==> config.mk <==
export PLATFORM = sky130hd
export DESIGN_NAME = fcc_pwm_modulator
export DESIGN_NICKNAME = d
export VERILOG_FILES = /design/src/rtl/fcc_pkg.sv /design/src/rtl/fcc_deadtime_cell.sv /design/src/rtl/fcc_pwm_modulator.sv
export SDC_FILE = /design/constraint.sdc
export NUM_CORES = 1
export LEC_CHECK = 0
export ABC_AREA = 1
export ABC_CLOCK_PERIOD_IN_PS = 6300
export BUFFER_PORTS_ARGS = -buffer_cell sky130_fd_sc_hd__buf_2
export CORE_MARGIN = 2
export CORE_UTILIZATION = 26
export CTS_CLUSTER_DIAMETER = 30
export DETAILED_ROUTE_END_ITERATION = 6
export GPL_ROUTABILITY_DRIVEN = 0
export PLACE_DENSITY_LB_ADDON = 0.3
export SLEW_MARGIN = 10
export SYNTH_ARGS = -nofsm -noshare
export SYNTH_HDL_FRONTEND = slang
export SYNTH_SLANG_ARGS = --single-unit
==> constraint.sdc <==
create_clock -name clk_i -period 6.3 [get_ports clk_i]
set_input_delay 1.26 -clock clk_i [delete_from_list [all_inputs] [get_ports clk_i]]
set_output_delay 1.26 -clock clk_i [all_outputs]
set_load 0.005 [all_outputs]
==> src/rtl/fcc_pkg.sv <==
// Shared types and constants for the flying-capacitor PWM modulator.
package fcc_pkg;

  typedef enum logic [1:0] {
    IDLE  = 2'd0,
    RUN   = 2'd1,
    FAULT = 2'd2
  } fcc_state_e;

  // Gate bit positions inside each leg's 4-bit slice of pwm_o.
  localparam int unsigned S1A = 0;
  localparam int unsigned S1B = 1;
  localparam int unsigned S2A = 2;
  localparam int unsigned S2B = 3;

endpackage

==> src/rtl/fcc_deadtime_cell.sv <==
// Dead-time insertion for one complementary gate pair.
// Any change of raw_i (or the first cycle after a clear) blanks both gates
// for DEADTIME cycles before the gate matching raw_i is asserted.
module fcc_deadtime_cell #(
  parameter int unsigned DEADTIME = 25
) (
  input  logic clk_i,
  input  logic rst_ni,
  input  logic clr_i,
  input  logic raw_i,
  output logic hi_o,
  output logic lo_o
);

  logic [7:0] cnt_q, cnt_d;
  logic       prev_q;
  logic       armed_q;
  logic       restart;
  logic       quiet;

  // Blanking decision and counter next-state; outputs drop in the same cycle raw_i moves.
  always_comb begin
    restart = ~armed_q | (raw_i != prev_q);
    quiet   = ~clr_i & ~restart & (cnt_q == 8'd0);
    hi_o    = quiet & raw_i;
    lo_o    = quiet & ~raw_i;
    cnt_d   = cnt_q;
    if (clr_i) begin
      cnt_d = 8'd0;
    end else if (restart) begin
      cnt_d = 8'(DEADTIME - 1);
    end else if (cnt_q != 8'd0) begin
      cnt_d = cnt_q - 8'd1;
    end
  end

  // Previous raw value, arm flag and blanking counter.
  always_ff @(posedge clk_i or negedge rst_ni) begin
    if (!rst_ni) begin
      prev_q  <= 1'b0;
      armed_q <= 1'b0;
      cnt_q   <= 8'd0;
    end else begin
      cnt_q <= cnt_d;
      if (clr_i) begin
        prev_q  <= 1'b0;
        armed_q <= 1'b0;
      end else begin
        prev_q  <= raw_i;
        armed_q <= 1'b1;
      end
    end
  end

endmodule

==> src/rtl/fcc_pwm_modulator.sv <==
// Phase-shifted PWM modulator with dead-time for a 3-level flying-capacitor converter.
// Two triangle carriers 180 deg apart, valley-synchronous duty update, latched fault shutdown.
// Optional build macro FCC_PWM_SYNC_OUT_EN adds adc_trig_o, a 1-cycle pulse at the carrier peak.
module fcc_pwm_modulator
  import fcc_pkg::*;
#(
  parameter int unsigned N_LEGS   = 2,
  parameter int unsigned PERIOD   = 625,
  parameter int unsigned DUTY_W   = 12,
  parameter int unsigned DEADTIME = 25
) (
  input  logic                       clk_i,
  input  logic                       rst_ni,
  input  logic                       en_i,
  input  logic [N_LEGS*DUTY_W-1:0]   duty_i,
  input  logic                       duty_valid_i,
  input  logic                       fault_i,
  output logic [4*N_LEGS-1:0]        pwm_o,
  output logic                       fault_o,
  output logic                       valley_o
`ifdef FCC_PWM_SYNC_OUT_EN
  ,
  output logic                       adc_trig_o
`endif
);

  localparam int unsigned CW = $clog2(PERIOD + 1);

  fcc_state_e                         state_q, state_d;
  logic [CW-1:0]                      c1_q, c1_d;
  logic [CW-1:0]                      c2;
  logic                               up_q, up_d;
  logic [N_LEGS-1:0][DUTY_W-1:0]      pend_q, pend_d;
  logic [N_LEGS-1:0][CW-1:0]          act_q, act_d;
  logic [2*N_LEGS-1:0]                raw_q, raw_d;
  logic                               valley;
  logic                               clr;

  function automatic logic [CW-1:0] sat_duty(input logic [DUTY_W-1:0] d);
    if (d > DUTY_W'(PERIOD)) return CW'(PERIOD);
    return CW'(d);
  endfunction

  assign valley   = (state_q == RUN) && (c1_q == '0);
  assign clr      = (state_q != RUN);
  assign c2       = CW'(PERIOD) - c1_q;
  assign valley_o = valley;
  assign fault_o  = (state_q == FAULT);

`ifdef FCC_PWM_SYNC_OUT_EN
  assign adc_trig_o = (state_q == RUN) && (c1_q == CW'(PERIOD));
`endif

  // Mode FSM: fault has priority; leaving FAULT needs both enable and fault low.
  always_comb begin
    state_d = state_q;
    unique case (state_q)
      IDLE: begin
        if (fault_i)   state_d = FAULT;
        else if (en_i) state_d = RUN;
      end
      RUN: begin
        if (fault_i)    state_d = FAULT;
        else if (!en_i) state_d = IDLE;
      end
      FAULT: begin
        if (!en_i && !fault_i) state_d = IDLE;
      end
      default: state_d = IDLE;
    endcase
  end

  // Up/down carrier; parked at 0 counting up whenever not running, so RUN always starts at a valley.
  always_comb begin
    c1_d = '0;
    up_d = 1'b1;
    if (state_q == RUN && state_d == RUN) begin
      if (up_q) begin
        if (c1_q == CW'(PERIOD)) begin
          c1_d = CW'(PERIOD - 1);
          up_d = 1'b0;
        end else begin
          c1_d = c1_q + 1'b1;
        end
      end else begin
        if (c1_q == '0) begin
          c1_d = CW'(1);
        end else begin
          c1_d = c1_q - 1'b1;
          up_d = 1'b0;
        end
      end
    end
  end

  // Duty pipeline: pending is written on strobe, active takes the old pending at valleys or on start.
  always_comb begin
    pend_d = pend_q;
    act_d  = act_q;
    if (valley || (state_q == IDLE && state_d == RUN)) begin
      for (int k = 0; k < N_LEGS; k++) act_d[k] = sat_duty(pend_q[k]);
    end
    if (duty_valid_i) begin
      for (int k = 0; k < N_LEGS; k++) pend_d[k] = duty_i[k*DUTY_W +: DUTY_W];
    end
  end

  // Raw references; full-scale duty must hold high even at the carrier peak.
  always_comb begin
    raw_d = '0;
    if (state_q == RUN) begin
      for (int k = 0; k < N_LEGS; k++) begin
        raw_d[2*k]   = (act_q[k] == CW'(PERIOD)) || (act_q[k] > c1_q);
        raw_d[2*k+1] = (act_q[k] == CW'(PERIOD)) || (act_q[k] > c2);
      end
    end
  end

  // State, carrier, duty and raw-reference registers.
  always_ff @(posedge clk_i or negedge rst_ni) begin
    if (!rst_ni) begin
      state_q <= IDLE;
      c1_q    <= '0;
      up_q    <= 1'b1;
      pend_q  <= '0;
      act_q   <= '0;
      raw_q   <= '0;
    end else begin
      state_q <= state_d;
      c1_q    <= c1_d;
      up_q    <= up_d;
      pend_q  <= pend_d;
      act_q   <= act_d;
      raw_q   <= raw_d;
    end
  end

  for (genvar k = 0; k < N_LEGS; k++) begin : g_leg
    fcc_deadtime_cell #(
      .DEADTIME (DEADTIME)
    ) u_dt_s1 (
      .clk_i  (clk_i),
      .rst_ni (rst_ni),
      .clr_i  (clr),
      .raw_i  (raw_q[2*k]),
      .hi_o   (pwm_o[4*k+S1A]),
      .lo_o   (pwm_o[4*k+S1B])
    );

    fcc_deadtime_cell #(
      .DEADTIME (DEADTIME)
    ) u_dt_s2 (
      .clk_i  (clk_i),
      .rst_ni (rst_ni),
      .clr_i  (clr),
      .raw_i  (raw_q[2*k+1]),
      .hi_o   (pwm_o[4*k+S2A]),
      .lo_o   (pwm_o[4*k+S2B])
    );
  end

endmodule
==> results by group <==
GRT
  • First-pass GRT wire length: roughly 23000 um
  • Initial antenna violation count: 0
  • Pin count of the biggest net entering global routing: slightly below 70
  • Number of global-route vias before repair: ~4.5k
  • Grt ovf: 0
  • Met2 Track Usage GR: 0.175
  • Gr usage total: 0.117
  • GR Util met3: 0.0219
  • Met1 usage: 0.169
  • Most used routing layer: met2

CTS
  • Setup bufs post-CTS: 0
  • Clk slew on worst S/H paths: 0.07 ns
  • Clock Root Buffer: clkbuf_16
  • CTS H-tree lvls: 3
  • Total CTS buffers: 9
  • # resized after CTS: 0
  • CTS sink count: a little under 100
  • Cts hold-fix bufs: 0
  • CTS tree: built
  • Latest clock arrival within the worst-skew pair: about 0.35 ns
  • CTS max path bufs: 2

Yosys
  • Post-synthesis compound-gate area fraction: 0.109
  • Number of distinct library cells after synthesis: between 40 and 50
  • Mux cell area share after synthesis: 0.0346
  • Asr flop ratio synth: 1.00
  • Syn nets: approximately 790
  • Adder-Cell Fraction of Synth Area: 0.0875
  • Post-synthesis cell area: about 5900 um2
  • YS warnings: 0
  • Largest family of logic cells by synthesized area: simple AND/OR/NAND/NOR gates
  • Seq/Total Area, Yosys: 0.418
  • Post-Synth Simple-Gate Area: 0.234
  • Avg Cell Area, Syn: between 8 and 9 um2
  • EDFF count, synth: 0
  • Primary FF master, synth: dfrtp_1
  • Seq cells post-synth: between 90 and 100
  • Synth Area in XOR/XNOR: 0.0239
  • Post-Syn Instances: 716

Worst setup path
  • CP Class: flip-flop to primary output
  • Reg2reg path depth: 16
  • Reg2Reg Setup Slack: 3.60 ns
  • Crit Path Max Fanout: 14
  • CP startpoint kind: flip-flop
  • Worst Setup End Kind: primary output
  • WP data arrival: roughly 2.1 ns
  • CP required: between 5 and 6 ns

Floorplanning
  • Starting density of the core: 0.267
  • Die Y: 154 um
  • Die W: ~150 um
  • Total Die Area: between 20000 and 25000 um2
  • IO Pins: 39
  • Row cnt: 54
  • Core area: ~22000 um2

STA
  • Final Max Slew Viols: 0
  • Setup TNS: 0 ns
  • Layout Skew: approximately 0.0067 ns
  • Rel. slew slack: 0.428
  • # setup viols final: 0
  • Final hold violations: 0
  • RSZ-0062 raised after global routing: false
  • Final min period: between 3 and 4 ns
  • Tightest Pin Transition: 0.858 ns
  • Fin crit share: 0.529
  • Max Clk Rate: between 0.3 and 0.4 GHz
  • Hold_ws: between 0.4 and 0.5 ns

Pwr
  • Leakage power: around 0.0034 uW
  • Power density over cell area: around 240 nW/um2
  • Worst vdd ir: about 0.14 mV

Detailed routing
  • Wire per inst: roughly 13 um
  • DRC: 0
  • DRT Pass-1 Iters: 4
  • Vias: about 4.6k
  • Post-route ant nets: 0
  • Detailed Route WL: between 10000 and 15000 um
  • Drt via density: between 4 and 5
  • Initial DRC Count: 289

Layout
  • Share of cells above drive strength 1: 0.134
  • Non-filler cells in the finished layout: around 1.0k
  • N_diodes: 0
  • Nets: ~820
  • Most frequent cells in the layout: nand2_1, dfrtp_1, inv_1
  • Most common cell after layout, fill and taps aside: nand2_1
  • P&R area growth vs syn: 12.2%

Min path
  • Worst Hold Depth: 1
  • Worst Hold Class: flip-flop to flip-flop

Placed design
  • DP Cell Count: 1015
  • IO Port Bufs: 38
  • Final HPWL DP: around 10000 um

Run
  • Max-cap violations: 0

Outcome
  • Run status: finished clean
==> per-layer routing <==
metal | part of all wire | vias up
li1 | - | 2397
met1 | 0.53 | 2126
met2 | 0.43 | 66
met3 | 0.029 | 9
met4 | 0.012 | 0
met5 | 0 | -
==> worst max-delay path: stages, from the launching register on <==
cell and delay [ns]:
dfrtp_1 0.44, nor2_8 0.24, inv_1 0.30, nor2_1 0.34, nand2_1 0.17, nor2_1 0.11, buf_2 0.12
==> synth_stat cells (2+ instances only) <==
library cell,n,area [um2]
clkbuf_1,3,11.3
nand3b_1,2,15.0
o21ai_1,10,50.1
o31ai_1,2,15.0
nor4_1,3,18.8
nand2_2,3,18.8
nand3_2,2,20.0
o21ai_0,33,165
inv_2,5,18.8
dfrtp_1,97,2430
xor2_1,14,123
nand3_1,25,125
nand2_1,156,586
nor3_1,7,35.0
nor2_4,3,33.8
nand4_1,13,81.3
a31oi_1,8,50.1
nor2_2,2,12.5
buf_6,5,56.3
ha_1,41,513
xnor2_1,2,17.5
inv_1,96,360
a211oi_1,8,60.1
a21oi_1,44,220
nor2_1,76,285
buf_4,10,75.1
o22ai_1,5,31.3
mux2_2,18,203
nor3_2,5,50.1
or2_2,3,18.8
==> cells by family (layout without fill, tap and decap cells) <==
logic type,after synthesis,in the layout
AOI/OAI and AO/OA,116,116
buffers and inverters,121,156
adders and majority gates,41,41
and+or+nand+nor,306,306
muxes,18,18
DFF,98,98
xor gates and xnor gates,16,16
==> stage by stage <==
step	setup slack, ns	util	cell area, um2	total power, uW
3_5_place_dp	3.33	0.285	6250	984
3_3_place_gp	3.38	0.285	6250	981
2_1_floorplan	3.65	-	5870	900
5_1_grt	2.74	0.300	6580	1670
4_1_cts	2.89	0.300	6580	1610
6_report	2.97	0.300	6580	1580
==> report_power, final <==
part	total [uW]	leakage, uW	switching [uW]	internal (uW)
clock	610	0.000163	250	360
combinational	248	0.00191	147	101
sequential	721	0.00128	47.9	674
total	1580	0.00336	445	1130
==> final timing paths <==
path	start	end
hold / removal	g_leg[1].u_dt_s2.cnt_q[0]$_DFFE_PN0P_	g_leg[1].u_dt_s2.cnt_q[0]$_DFFE_PN0P_
max in group asynchronous	rst_ni	act_q[13]$_DFFE_PN0P_
min in group asynchronous	rst_ni	g_leg[0].u_dt_s1.cnt_q[5]$_DFFE_PN0P_
setup reg to reg	c1_q[1]$_DFF_PN0_	raw_q[1]$_DFF_PN0_
hold reg to reg	g_leg[1].u_dt_s2.cnt_q[0]$_DFFE_PN0P_	g_leg[1].u_dt_s2.cnt_q[0]$_DFFE_PN0P_
setup / recovery	state_q[1]$_DFF_PN0_	pwm_o[7]
==> registers in the layout, indices dropped and copies added (netlist names) <==
register               flops
g_leg.u_dt_s2.armed_q      1
act_q                     20
g_leg.u_dt_s2.cnt_q       16
g_leg.u_dt_s1.prev_q       2
up_q                       1
state_q                    2
g_leg.u_dt_s1.cnt_q       16
c1_q                      10
pend_q                    24
raw_q                      4
g_leg.u_dt_s2.prev_q       2
==> layout make-up <==
| type | instances | area [um2] |
|---|---|---|
| well taps | 280 | 350 |
| clock buffers | 10 | 239 |
| multi-input cells | 497 | 2870 |
| flip-flops and latches | 98 | 2450 |
| inverters | 101 | 379 |
| clock inverters | 6 | 87.6 |
| repair buffers | 39 | 200 |
| fillers | 2371 | 15400 |
Power figures use the tool's default switching activity.
